## src/rtl/deadtime_gen.sv

```systemverilog
// Complementary half-bridge gate driver with programmable dead time, latched fault
// shutdown and a completed high-pulse counter for register readback.
module deadtime_gen #(
    parameter int DT_W   = 16,
    parameter int DT_MIN = 4,
    parameter int CNT_W  = 16
) (
    input  logic             clk,
    input  logic             rstn,
    input  logic             en,
    input  logic             pwm_in,
    input  logic [DT_W-1:0]  dead_time,
    input  logic             fault,
    input  logic             fault_clr,
    output logic             gate_hi,
    output logic             gate_lo,
    output logic             fault_latched,
    output logic [2:0]       state,
    output logic [CNT_W-1:0] pulse_cnt
);

    typedef enum logic [2:0] {
        OFF   = 3'd0,
        DT_HI = 3'd1,
        HI_ON = 3'd2,
        DT_LO = 3'd3,
        LO_ON = 3'd4
    } state_t;

    state_t          cur;
    state_t          nxt;
    logic [DT_W-1:0] cnt;
    logic [DT_W-1:0] dte;
    logic            band_done;
    logic            in_band_next;
    logic            band_entry;

    assign state = cur;

    always_comb begin
        dte = (dead_time < DT_W'(DT_MIN)) ? DT_W'(DT_MIN) : dead_time;
    end

    // cnt <= 1 rather than == 1 so a band can never stall on a zero count
    assign band_done = (cnt <= DT_W'(1));

    always_comb begin
        nxt = OFF;
        if (fault || fault_latched) begin
            nxt = OFF;
        end else if (!en) begin
            nxt = OFF;
        end else begin
            case (cur)
                OFF:     nxt = pwm_in ? DT_HI : DT_LO;
                DT_HI:   nxt = !pwm_in ? LO_ON : (band_done ? HI_ON : DT_HI);
                HI_ON:   nxt = pwm_in ? HI_ON : DT_LO;
                DT_LO:   nxt = pwm_in ? HI_ON : (band_done ? LO_ON : DT_LO);
                LO_ON:   nxt = pwm_in ? DT_HI : LO_ON;
                default: nxt = OFF;
            endcase
        end
    end

    assign in_band_next = (nxt == DT_HI) || (nxt == DT_LO);
    assign band_entry   = in_band_next && (nxt != cur);

    // Gates decode from the next state, so both are registered and mutually exclusive.
    always_ff @(posedge clk) begin
        if (!rstn) begin
            cur           <= OFF;
            gate_hi       <= 1'b0;
            gate_lo       <= 1'b0;
            fault_latched <= 1'b0;
            pulse_cnt     <= '0;
            cnt           <= '0;
        end else begin
            cur     <= nxt;
            gate_hi <= (nxt == HI_ON);
            gate_lo <= (nxt == LO_ON);

            if (fault) begin
                fault_latched <= 1'b1;
            end else if (fault_clr) begin
                fault_latched <= 1'b0;
            end

            if (band_entry) begin
                cnt <= dte;
            end else if (in_band_next) begin
                cnt <= cnt - DT_W'(1);
            end else begin
                cnt <= '0;
            end

            if ((cur == HI_ON) && (nxt == DT_LO)) begin
                pulse_cnt <= pulse_cnt + CNT_W'(1);
            end
        end
    end

endmodule

```

## config.mk

```make
export PLATFORM = sky130hd
export DESIGN_NAME = deadtime_gen
export DESIGN_NICKNAME = d
export VERILOG_FILES = /design/src/rtl/deadtime_gen.sv
export SDC_FILE = /design/constraint.sdc
export NUM_CORES = 1
export LEC_CHECK = 0
export ABC_AREA = 1
export ABC_CLOCK_PERIOD_IN_PS = 2500
export CAP_MARGIN = 5
export CORE_MARGIN = 2
export CORE_UTILIZATION = 50
export CTS_CLUSTER_SIZE = 30
export DETAILED_ROUTE_END_ITERATION = 16
export GPL_ROUTABILITY_DRIVEN = 0
export PLACE_DENSITY = 0.77
export SLEW_MARGIN = 20
export SYNTH_ARGS = -nofsm -noshare
export SYNTH_HDL_FRONTEND = slang
export SYNTH_SLANG_ARGS = --single-unit
```

## constraint.sdc

```tcl
create_clock -name clk -period 2.5 [get_ports clk]
set_clock_uncertainty 0.05 [all_clocks]
set_input_delay 0.5 -clock clk [delete_from_list [all_inputs] [get_ports clk]]
set_output_delay 0.5 -clock clk [all_outputs]
set_load 0.02 [all_outputs]
```

# After elaboration in Yosys (flattened, before gate mapping)
# Index checks and enable logic that the tools add are counted.
dict set report totals {
  memories 0
  ramBits 0
  elab_cells 40
  latch_bits 0
  output_inout_bits 22
  in_bits 22
  reg_bits 38
  rom_bits 0
}
dict set report op_classes {
  n_lt_le_gt_ge 2
  n_reduce_logical 6
  div 0
  bitwise 0
  eq_ne 9
  n_shift 0
  n_mux 15
  n_addsub 2
  mul 0
}
# cell count
set op_table {}
lappend op_table {{16-bit 2-to-1 mux} 3}
lappend op_table {{3-bit 2-to-1 mux} 6}
lappend op_table {{16-bit by 1-bit adder with 16-bit output (second input constant)} 1}
lappend op_table {{16-bit by 1-bit <= comparator with 1-bit output (second input constant)} 1}
lappend op_table {{16-bit by 3-bit < comparator with 1-bit output (second input constant)} 1}
lappend op_table {{16-bit by 1-bit subtractor with 16-bit output (second input constant)} 1}
lappend op_table {{3-bit case mux with 5 select lines} 1}
lappend op_table {{3-bit by 2-bit == test with 1-bit output (second input constant)} 4}
lappend op_table {{3-bit by 1-bit == test with 1-bit output (second input constant)} 2}
lappend op_table {{3-bit == test (second input constant)} 2}
lappend op_table {{2-bit 2-to-1 mux} 2}
lappend op_table {{3-bit logical NOT} 1}
lappend op_table {{1-bit 2-to-1 mux} 3}
lappend op_table {{3-bit inequality test} 1}
lappend op_table {{1-bit logical AND} 2}
lappend op_table {{1-bit logical OR} 2}
lappend op_table {{2-bit nonzero test} 1}

# Depth between registers and ports, before layout
# Gate-level depths: netlist of run 1.
dict set report depth {
  ltp_word 10
  depth_mapped 17
  mapped_depth_nobuf 17
}

# Worst setup path after synthesis of run 1
# No wires, ideal clock.
dict set report synth_path {
  kind {register to register}
  from {reg cnt[0]}
  to {reg cnt[8]}
  n_path_buf 1
  t_required_ps 2309
  setup_ps 141
  arrival_ps 1588
  path_slack_ps 720
  path_stages_with_launch 15
  period_less_slack_ps 1780
  cell_sequence {dfxtp_1 -> inv_1 -> ha_1 -> inv_1 -> nand2_1 -> nand2_1 -> nor2_2 -> nand3_1 -> nand3_1 -> nand3_2 -> nand2_4 -> inv_4 -> buf_6 -> nand3_1 -> a21oi_1}
}
dict set report synth_between {
  elab_chain_len 10
  word_cells_on_any_way 16
  cone_classes {add/sub (1); order compare (1); eq/ne (3); mux (9); reduce/logical (2)}
}
# element line_no
set synth_rtl {}
lappend synth_rtl {{from (decl)} 32} ;# logic [DT_W-1:0] cnt;
lappend synth_rtl {{from (signal assigned)} 89} ;# cnt <= dte;
lappend synth_rtl {{from (signal assigned)} 91} ;# cnt <= cnt - DT_W'(1);
lappend synth_rtl {{16-bit by 1-bit <= comparator with 1-bit output} 45} ;# assign band_done = (cnt <= DT_W'(1));
lappend synth_rtl {{3-bit 2-to-1 mux / 2-bit 2-to-1 mux (equally long branches)} {58, 56}}
lappend synth_rtl {{3-bit 2-to-1 mux, on equally long branches} {58, 56}}
lappend synth_rtl {{3-bit case mux with 5 select lines} 54} ;# case (cur)
lappend synth_rtl {{3-bit 2-to-1 mux} 51} ;# end else if (!en) begin
lappend synth_rtl {{3-bit 2-to-1 mux} 49} ;# if (fault || fault_latched) begin
lappend synth_rtl {{3-bit by 1-bit == test with 1-bit output / 3-bit by 2-bit == test with 1-bit output (equally long branches)} 65} ;# assign in_band_next = (nxt == DT_HI) || (nxt == DT_LO);
lappend synth_rtl {{1-bit logical OR} 65}
lappend synth_rtl {{16-bit 2-to-1 mux / 1-bit logical AND (equally long branches)} {90, 66}}
lappend synth_rtl {{16-bit 2-to-1 mux *} 88} ;# if (band_entry) begin
# Mark *: on every way between the ends. The rest lies on a longest branch, timed or not.
# A chain may end at the register's enable or synchronous reset.

# Final worst setup path of run 1
dict set report layout_path {
  from {reg cnt[0]}
  to {reg cnt[7]}
}
# The elaborated chain is that of the path after synthesis.

==> results.yml, run 1 <==
outcome:
  run_status: "finished, final reports clean"
drt:
  drtAntennaViolNets: 0
  drc: 0
  detailroute.via_count: 2305
  detail_route.vias_per_cell: 5.13
  routed_wirelength_mm: 5.46
  drt-initial-drc-count: 204
  wl_per_cell_um: 12.2
  dr.pass1.iters: 4
synth:
  synthesis.nets: 372
  ys_seq_area_share_pct: 32.4
  cell_type_with_the_highest_aggregate_area_in_the_netlist: "sky130_fd_sc_hd__dfxtp_1"
  synth_top_flop_cell: "sky130_fd_sc_hd__dfxtp_1"
  synth_largest_type_area_fraction_pct: 32.4
  syn_area_um2: 2350
  synth_enable_flop_cells: 0
  async_flop_share_pct: 0
  synth.ff_latch_count: 38
  synth_area_leaders: "sky130_fd_sc_hd__dfxtp_1 (32%), sky130_fd_sc_hd__nor2_1 (10%), sky130_fd_sc_hd__nand2_1 (9.7%)"
  synth.cells.most_frequent: "sky130_fd_sc_hd__nor2_1 (63), sky130_fd_sc_hd__nand2_1 (61), sky130_fd_sc_hd__inv_1 (54)"
  synth-warning-count: 0
  synth.most_common_cell: "sky130_fd_sc_hd__nor2_1"
  synth_cell_type_count: 32
  post_synth.cell_area_avg_um2: 6.78
  syn_inst: 347
layout:
  multi_input_comb_area_um2: 1320
  ff_latch_area_um2: 761
  area.growth.synth_to_final_pct: 25.2
  design.final.nets: 421
  filler_cell_count: 412
  antenna_cells_inserted: 0
  drive_gt1_share_pct: 13.9
critical_path:
  chain_of_cells_forming_the_critical_path: "inv_1 > ha_1 > inv_1 > nand2_1 > nand2_1 > nor2_2 > nand3_1 > nand2_1 > inv_1 > nand2_2 > nand2_2 > nand2_2 > nand3_4 > o21ai_0 > nor2_1"
  critical_path_peak_fanout: 16
  critical_path.endpoint_type: "register"
  worst_path_largest_cell_delay_ns: 0.31
  slowest_stage: "sky130_fd_sc_hd__dfxtp_1"
  critPathLaunchType: "register"
  worstSetupPathType: "reg2reg"
  worst_ep_arrival_time_ns: 2.16
  crit_required_ns: 2.64
clock_network:
  clk_path_buf_depth: 2
  cts.repair.resized: 0
  clock_tree_from_tritoncts: "yes"
  cts_buffers: 5
  cts.sinks: 38
  clock_tree.htree_level_count: 2
  worstSkewPairLatency_ns: 0.29
  cell_at_the_root_of_the_clock_tree: "sky130_fd_sc_hd__clkbuf_8"
  cts_setup_buffers: 0
  cts_hold_buf: 0
  clkSlewWorstSetupHoldPaths_ns: 0.08
floorplan:
  fp.coreArea_um2: 4440
  row_count: 24
  dieWidth_um: 72.6
  design.die.area_um2: 5270
  io_pins: 44
  die_height_um: 72.6
  start_util_pct: 52.9
sta:
  final.setup.worst_slack_ns: 0.479
  fmaxAchievable_ghz: 0.495
  slew_at_the_pin_with_the_worst_max_slew_slack_ns: 0.332
  finalHoldViolCount: 0
  max_slew_margin_pct: 77.3
  totalNegativeSetupSlack_ns: 0
  final-max-slew-violation-count: 0
  rsz0062_at_grt: "false"
  layout_min_cycle_time_ns: 2.02
  final-setup-viol-count: 0
  layout_worst_path_cycle_share_pct: 80.8
global_route:
  grt_pass1_wl_mm: 9.45
  initial_antenna_violation_count: 0
  global_route_usage_sum_pct: 22.7
  pin_count_of_the_biggest_net_entering_global_routing: 17
  first_global_vias: 2179
  final_global_route_overflow_total: 0
power:
  power.density_cell_area_nw_per_um2: 470
  p_switching_w: 0.000363
  power.share.clock_pct: 37.0
  seq_power_share_pct: 45.3
  comb_power_share_pct: 17.7
  power.switching_fraction_pct: 26.2
  power.internal_w: 0.00102
  power.static_leakage_nw: 1.21
  vdd.ir_drop.worst_v: 0.000315
placed_design:
  numPortBuffers: 43
  dp_worst_setup_slack_ns: 0.230
  hpwlAfterDp_mm: 4.22
run:
  cap_violations: 0
hold_path:
  min_path_type: "reg2reg"
layer usage:
metal,share of wire (%),global-route usage (%)
met2,50,40.4
met4,0.70,5.56
met1,43,27.6
met3,5.7,5.25
met5,0,0
final timing paths:
kind	start	to	slack, ns	cells past startpoint
max reg2reg	cnt[0]	cnt[7]	0.48	15
min	pulse_cnt[6]	pulse_cnt[6]	0.48	2
min reg2reg	pulse_cnt[6]	pulse_cnt[6]	0.48	2
max	cnt[0]	cnt[7]	0.48	15
cell usage in the layout (no fill, tap or decap), types with 2 or more instances in the layout:
cell type                          n
sky130_fd_sc_hd__nor3_2            3
sky130_fd_sc_hd__clkbuf_8          5
sky130_fd_sc_hd__nor2_4            3
sky130_fd_sc_hd__clkbuf_1          2
sky130_fd_sc_hd__nand4_1          12
sky130_fd_sc_hd__nand2_2           5
sky130_fd_sc_hd__xor2_1            6
sky130_fd_sc_hd__nor2_1           63
sky130_fd_sc_hd__nand3_1          18
sky130_fd_sc_hd__ha_1              3
sky130_fd_sc_hd__o21ai_0          16
sky130_fd_sc_hd__nand2_1          61
sky130_fd_sc_hd__inv_1            54
sky130_fd_sc_hd__nor2_2           12
sky130_fd_sc_hd__xnor2_1           8
sky130_fd_sc_hd__buf_4             6
sky130_fd_sc_hd__a2111oi_0         2
sky130_fd_sc_hd__clkdlybuf4s50_1  43
sky130_fd_sc_hd__a21oi_2           6
sky130_fd_sc_hd__nor4_1            2
sky130_fd_sc_hd__nor3_1            4
sky130_fd_sc_hd__nand3_2           9
sky130_fd_sc_hd__dfxtp_1          38
sky130_fd_sc_hd__a21oi_1           7
cells by family (layout without fill, tap and decap cells):
logic type                 Yosys count  after routing  share of synthesized area [%]
buffers and inverters               63            113                           11.4
adders and majority gates            3              3                           1.60
xor gates and xnor gates            14             14                           5.22
AOI/OAI and AO/OA                   33             33                           8.41
DFF                                 38             38                           32.4
and+or+nand+nor                    196            196                           41.0
final cells by class:
| class | instances | area share (%) |
|---|---|---|
| clock inverters | 1 | 1.02 |
| clock buffers | 7 | 2.59 |
| flip-flops and latches | 38 | 25.9 |
| inverters | 56 | 7.23 |
| repair buffers | 49 | 16.2 |
| well taps | 52 | 2.21 |
| multi-input cells | 246 | 44.9 |
through the flow:
step	instances	utilization [%]	cell area (um^2)	hold WS (ns)	power (W)
floorplan	347	-	2350	0.475	0.000807
global placement	441	63.8	2840	0.446	0.000879
detailed placement	441	63.8	2840	0.463	0.000884
CTS	449	66.2	2940	0.479	0.00140
global route	449	66.2	2940	0.515	0.00145
finish	449	66.2	2940	0.477	0.00138
critical path, delay by kind of cell, from the launching register on:
kind	cells	cell delay, ns
compound gates	1	0.22
fa+ha+maj	1	0.22
buf+inv	3	0.18
flops	1	0.31
simple gates	10	0.93
flip-flops by register name (all words and copies together), names as in the netlist:
name           count
pulse_cnt         16
gate_hi            1
cnt               16
fault_latched      1
gate_lo            1
state              3
power groups by stage:
stage | Combinational, W | Clock, W | Sequential, W
finish | 0.000245 | 0.000512 | 0.000627
global route | 0.000271 | 0.000553 | 0.000628
CTS | 0.000245 | 0.000526 | 0.000627
detailed placement | 0.000243 | 0 | 0.000641
global placement | 0.000239 | 0 | 0.000641
floorplan | 0.000164 | 0 | 0.000643
No activity file was read; power rests on OpenSTA's default activity.
==> inputs of run 2 (changes only) <==
ABC_CLOCK_PERIOD_IN_PS = 1700   (was 2500)
CORE_UTILIZATION = 47   (was 50)
PLACE_DENSITY = 0.76   (was 0.77)
clock period = 1.7 ns   (was 2.5 ns; I/O delays follow)
==> run 2 against run 1 <==
Against the previous run:
- the run now ends with negative setup slack left
- sequential power grew 46%
- die area grew 6.0%
- clock power grew 87%
- critical endpoint is now cnt[4]
==> results.yml, run 2 (synthesis results as in run 1) <==
layout:
  area.growth.synth_to_final_pct: 58.4
  most_common_cell_after_layout_fill_and_taps_aside: "sky130_fd_sc_hd__nor2_1"
  ff_latch_area_um2: 769
  design.final.nets: 481
  fin_cells: 524
  most-common-layout-cells: "sky130_fd_sc_hd__nor2_1 (61), sky130_fd_sc_hd__buf_4 (56), sky130_fd_sc_hd__nand2_1 (55), sky130_fd_sc_hd__inv_1 (49), sky130_fd_sc_hd__dfxtp_1 (33)"
  filler_cell_count: 325
  antenna_cells_inserted: 0
  multi_input_comb_area_um2: 1540
  drive_gt1_share_pct: 32.8
drt:
  detailroute.via_count: 2649
  drc: 0
  drt-initial-drc-count: 128
  wl_per_cell_um: 14.1
  drtAntennaViolNets: 0
  routed_wirelength_mm: 7.41
  detail_route.vias_per_cell: 5.06
  dr.pass1.iters: 4
power:
  p_switching_w: 0.000639
  power.share.clock_pct: 39.4
  power.density_cell_area_nw_per_um2: 652
  vdd.ir_drop.worst_v: 0.000436
  comb_power_share_pct: 22.8
  power.static_leakage_nw: 1.71
  power.switching_fraction_pct: 26.3
  power_w: 0.00243
  seq_power_share_pct: 37.8
  power.internal_w: 0.00179
sta:
  hold-worst-slack_ns: 0.454
  finalHoldViolCount: 0
  fmaxAchievable_ghz: 0.487
  layout_worst_path_cycle_share_pct: 121
  final.setup.worst_slack_ns: -0.355
  slew_at_the_pin_with_the_worst_max_slew_slack_ns: 0.388
  rsz0062_at_grt: "true"
  final-max-slew-violation-count: 0
  final-setup-viol-count: 35
  layout_min_cycle_time_ns: 2.05
  max_slew_margin_pct: 74.1
clock_network:
  worstSkewPairLatency_ns: 0.29
  cell_at_the_root_of_the_clock_tree: "sky130_fd_sc_hd__clkbuf_8"
  clk_path_buf_depth: 2
  clock_tree_from_tritoncts: "yes"
  cts_buffers: 5
  clock_tree.htree_level_count: 2
  cts.sinks: 38
  clkSlewWorstSetupHoldPaths_ns: 0.08
critical_path:
  critPathLaunchType: "register"
  critical_path.endpoint_type: "register"
  worst_ep_arrival_time_ns: 2.19
  worstSetupPathType: "reg2reg"
  ff2ff_setup_slack_ns: -0.35
  timing.reg2reg.worst_path_depth: 14
  critical_path_peak_fanout: 6
  crit_required_ns: 1.83
  r2r-end: "cnt[4]"
  r2r_path_start: "cnt[0]"
global_route:
  global_route_usage_sum_pct: 25.0
  final_global_route_overflow_total: 0
  first_global_vias: 2455
  pin_count_of_the_biggest_net_entering_global_routing: 17
  grt_pass1_wl_mm: 10.8
  initial_antenna_violation_count: 0
placed_design:
  numPortBuffers: 43
  hpwlAfterDp_mm: 4.60
  place_inst: 502
  dp_worst_setup_slack_ns: -0.405
floorplan:
  die_height_um: 74.7
  io_pins: 44
  fp.coreArea_um2: 4790
  start_util_pct: 49.1
  row_count: 25
  dieWidth_um: 74.7
  design.die.area_um2: 5580
hold_path:
  min_path_type: "reg2reg"
  timing.hold.worst_endpoint: "pulse_cnt[6]"
  hold_path_startpoint: "pulse_cnt[6]"
  min_delay_path_depth: 2
outcome:
  run_status: "finished, violations left"
  failed_checks: "negative setup slack"
run:
  cap_violations: 0
==> run 2: cell types whose count changed in the layout (fill, tap and decap cells not counted), sizes merged <==
cell           before  now
buf                 6   64
bufinv              1    2
clkbuf              7    6
clkdlybuf4s50      43   32
dlygate4sd2         0    4
dlymetal6s2s        0    7
nand3              28   29
nor2               78   79
==> run 2: how the worst max path moves through the flow <==
| stage | cells after the start | start | end | slack (ns) |
|---|---|---|---|---|
| global route | 14 | cnt[0] | cnt[4] | -0.39 |
| global placement | 12 | pwm_in | cnt[7] | -0.34 |
| detailed placement | 12 | pwm_in | cnt[7] | -0.41 |
| finish | 14 | cnt[0] | cnt[4] | -0.35 |
| CTS | 16 | cnt[1] | cnt[0] | -0.12 |
| floorplan | 16 | cnt[1] | cnt[8] | -0.03 |
==> run 2: power by group through the flow <==
| stage | clock network, W | registers [W] | logic, W |
|---|---|---|---|
| 2_1_floorplan | 0 | 0.000945 | 0.000245 |
| 3_3_place_gp | 0 | 0.000937 | 0.000438 |
| 3_5_place_dp | 0 | 0.000938 | 0.000446 |
| 4_1_cts | 0.000965 | 0.000918 | 0.000475 |
| 5_1_grt | 0.00101 | 0.000920 | 0.000592 |
| 6_report | 0.000957 | 0.000918 | 0.000554 |
==> run 2: stage by stage <==
| stage | area (um^2) | util, % | TNS [ns] |
|---|---|---|---|
| 2_1_floorplan | 2380 | - | -0.265 |
| 3_3_place_gp | 3250 | 67.8 | -8.49 |
| 3_5_place_dp | 3250 | 67.8 | -10.41 |
| 4_1_cts | 3490 | 72.9 | -2.70 |
| 5_1_grt | 3720 | 77.8 | -9.88 |
| 6_report | 3720 | 77.8 | -7.09 |
==> run 2: timing repair <==
action	4_1_cts	5_1_grt
pin swaps	3	16
gates resized for setup	19	58
hold buffers	0	0
gates cloned	2	0
setup endpoints to repair	39	43
buffers inserted	5	7
==> run 2: routing by layer <==
layer / track usage [%] / wire [um] / part of all wire [%] / vias to the layer above
met4: 7.74 / 176 / 2.4 / 0
met1: 29.8 / 3040 / 41 / 1227
met2: 46.1 / 3800 / 51 / 83
met3: 3.88 / 394 / 5.3 / 21
li1: - / - / - / 1318
met5: 0 / 0 / 0 / -
==> run 2: area by class of cell <==
type / instances / share of cell area, %
multi-input combinational: 248 / 41.2
timing repair buffer: 107 / 26.1
sequential: 38 / 20.7
inverter: 56 / 5.98
tap: 67 / 2.25
clock buffer: 6 / 2.22
clock inverter: 2 / 1.61
==> run 2: critical path: stages (launching register included) <==
cell and delay, ns:
sky130_fd_sc_hd__dfxtp_4 0.37, sky130_fd_sc_hd__inv_4 0.06, sky130_fd_sc_hd__ha_4 0.12, sky130_fd_sc_hd__inv_2 0.04, sky130_fd_sc_hd__nand2_2 0.06, sky130_fd_sc_hd__nand2_2 0.07, sky130_fd_sc_hd__nor2_4 0.17, sky130_fd_sc_hd__nand3_2 0.11
sky130_fd_sc_hd__nand2_2 0.11, sky130_fd_sc_hd__nand2_4 0.07, sky130_fd_sc_hd__buf_4 0.15, sky130_fd_sc_hd__a21oi_2 0.21, sky130_fd_sc_hd__nor2_4 0.10, sky130_fd_sc_hd__o21ai_1 0.18, sky130_fd_sc_hd__nor2_1 0.06
==> inputs of run 3 (changes only) <==
ABC_AREA = not set   (was 1)
CORE_UTILIZATION = 46   (was 47)
==> run 3 against run 2 <==
Against the previous run:
- the run still ends with negative setup slack left
- first-iteration DRC count grew 43%
- maximum frequency shrank 2.9%
- sequential share of layout area grew 1.4 points
- worst setup slack lost 0.062 ns
- synthesized cell count shrank 30%
- highest routed layer unchanged
- sequential power shrank 0.5%
- core utilization grew 0.77 points
- count of clock-buffer cells in the layout is the same
==> results.yml, run 3 <==
outcome:
  run_status: "finished, violations left"
  failed_checks: "negative setup slack"
sta:
  finalHoldViolCount: 0
  rsz0062_at_grt: "true"
  fmaxAchievable_ghz: 0.472
  slew_at_the_pin_with_the_worst_max_slew_slack_ns: 0.403
  layout_worst_path_cycle_share_pct: 125
  final-max-slew-violation-count: 0
  hold-worst-slack_ns: 0.473
  max_slew_margin_pct: 72.9
  final.setup.worst_slack_ns: -0.417
  layout_min_cycle_time_ns: 2.12
  final-setup-viol-count: 22
synth:
  synthesis.nets: 267
  synth_area_leaders: "sky130_fd_sc_hd__dfxtp_1 (36%), sky130_fd_sc_hd__xor2_1 (4.9%), sky130_fd_sc_hd__xnor2_1 (4.5%)"
  synth_enable_flop_cells: 0
  synth_cell_type_count: 49
  synth_fa_ha_area_share_pct: 1.77
  cell_type_with_the_highest_aggregate_area_in_the_netlist: "sky130_fd_sc_hd__dfxtp_1"
  ys_seq_area_share_pct: 35.8
  synth_compound_area_share_pct: 19.8
  syn_area_um2: 2130
  async_flop_share_pct: 0
  synth_top_flop_cell: "sky130_fd_sc_hd__dfxtp_1"
  synth_largest_type_area_fraction_pct: 35.8
  synth.ff_latch_count: 38
  synth.cells.most_frequent: "sky130_fd_sc_hd__dfxtp_1 (38), sky130_fd_sc_hd__and2_1 (13), sky130_fd_sc_hd__nor2b_1 (13)"
  synth_simple_gate_area_share_pct: 29.3
  synth-xor-area-share_pct: 9.48
  synth.most_common_cell: "sky130_fd_sc_hd__dfxtp_1"
  post_synth.cell_area_avg_um2: 8.78
  share_of_synthesized_area_spent_on_multiplexers_pct: 0.471
  synth-warning-count: 0
  syn_inst: 242
  synth_top_family_by_area: "simple AND/OR/NAND/NOR gates"
run:
  cap_violations: 0
power:
  power_w: 0.00204
  power.static_leakage_nw: 1.53
  vdd.ir_drop.worst_v: 0.000462
  power.density_cell_area_nw_per_um2: 589
layout:
  antenna_cells_inserted: 0
  area.growth.synth_to_final_pct: 63.2
  design.final.nets: 379
  fin_cells: 405
  most-common-layout-cells: "sky130_fd_sc_hd__buf_4 (62), sky130_fd_sc_hd__dfxtp_1 (33), sky130_fd_sc_hd__clkdlybuf4s50_1 (25)"
  most_common_cell_after_layout_fill_and_taps_aside: "sky130_fd_sc_hd__buf_4"
  drive_gt1_share_pct: 37.1
  fin_util_pct: 78.6
critical_path:
  critical_path_peak_fanout: 7
  r2r_path_start: "cnt[14]"
  worstSetupPathType: "reg2reg"
  critical_path.endpoint_type: "register"
  crit_required_ns: 1.81
  worst_ep_arrival_time_ns: 2.23
  critPathLaunchType: "register"
  crit_path_start: "cnt[14]"
floorplan:
  design.die.area_um2: 5180
  fp.coreArea_um2: 4410
  row_count: 24
  start_util_pct: 48.2
  dieWidth_um: 72.0
  die_height_um: 72.0
  io_pins: 44
global_route:
  global_route_usage_sum_pct: 25.2
  first_global_vias: 2121
  final_global_route_overflow_total: 0
  initial_antenna_violation_count: 0
  grt_pass1_wl_mm: 10.2
  pin_count_of_the_biggest_net_entering_global_routing: 27
clock_network:
  clock_tree_from_tritoncts: "yes"
  cts.sinks: 38
  cell_at_the_root_of_the_clock_tree: "sky130_fd_sc_hd__clkbuf_8"
  clkSlewWorstSetupHoldPaths_ns: 0.07
  clk_path_buf_depth: 2
  clock_tree.htree_level_count: 2
  cts_buffers: 5
  worstSkewPairLatency_ns: 0.29
drt:
  drt-initial-drc-count: 183
  drtAntennaViolNets: 0
  wl_per_cell_um: 16.9
  detailroute.via_count: 2327
  detail_route.vias_per_cell: 5.75
  routed_wirelength_mm: 6.86
  dr.pass1.iters: 4
  drc: 0
placed_design:
  numPortBuffers: 43
  hpwlAfterDp_mm: 4.30
  place_inst: 386
  dp_worst_setup_slack_ns: -0.505
hold_path:
  min_path_type: "in2reg"
  hold_path_startpoint: "fault"
run 3: logic make-up after synthesis:
logic type | Yosys count
xor gates and xnor gates | 23
buffers and inverters | 18
and+or+nand+nor | 104
AOI/OAI and AO/OA | 55
DFF | 38
muxes | 1
adders and majority gates | 3
run 3: worst max-delay path, stage by stage, from the launching register on:
cell	delay, ns
sky130_fd_sc_hd__dfxtp_2	0.34
sky130_fd_sc_hd__or4_4	0.57
sky130_fd_sc_hd__or3_4	0.43
sky130_fd_sc_hd__o31a_1	0.37
sky130_fd_sc_hd__nand2_1	0.12
sky130_fd_sc_hd__a311oi_1	0.11
run 3: layout make-up:
class                   count  area (um^2)
clock buffers               6         82.6
fillers                   274          945
inverters                  10         37.5
multi-input cells         186         1540
flip-flops and latches     38          767
well taps                  52         65.1
repair buffers            113          980
run 3: final timing paths:
path	end	slack [ns]	cells past startpoint
max	cnt[2]	-0.42	5
min reg2reg	pulse_cnt[7]	0.48	2
max reg2reg	cnt[2]	-0.42	5
min	fault_latched	0.47	3
run 3: through the flow:
| step | setup TNS, ns | area (um^2) |
|---|---|---|
| after global routing | -7.57 | 3470 |
| after detailed placement | -15.13 | 3080 |
| after CTS | -5.24 | 3310 |
| after floorplan | -5.68 | 2190 |
| after global placement | -14.22 | 3080 |
| final | -6.24 | 3470 |
run 3: repair_timing:
item                                    CTS  global route
hold buffers                              0             0
pin swaps                                15             7
endpoints found under the setup margin   48            40
buffers inserted                          7             5
cloned                                    1             0
resized for setup                        43            32
hold endpoints to repair                  0             0
run 3: power by group:
group / total (W) / switching (W) / internal (W)
clock network: 0.000615 / 0.000302 / 0.000313
logic: 0.000515 / 0.000246 / 0.000269
registers: 0.000913 / 0.0000107 / 0.000903
total: 0.00204 / 0.000559 / 0.00148
run 3: per-layer routing:
metal | GRT usage [%] | part of all wire [%]
met5 | 0 | 0
met4 | 6.71 | 2.1
met3 | 4.44 | 6.7
met2 | 42.7 | 50
met1 | 33.2 | 41
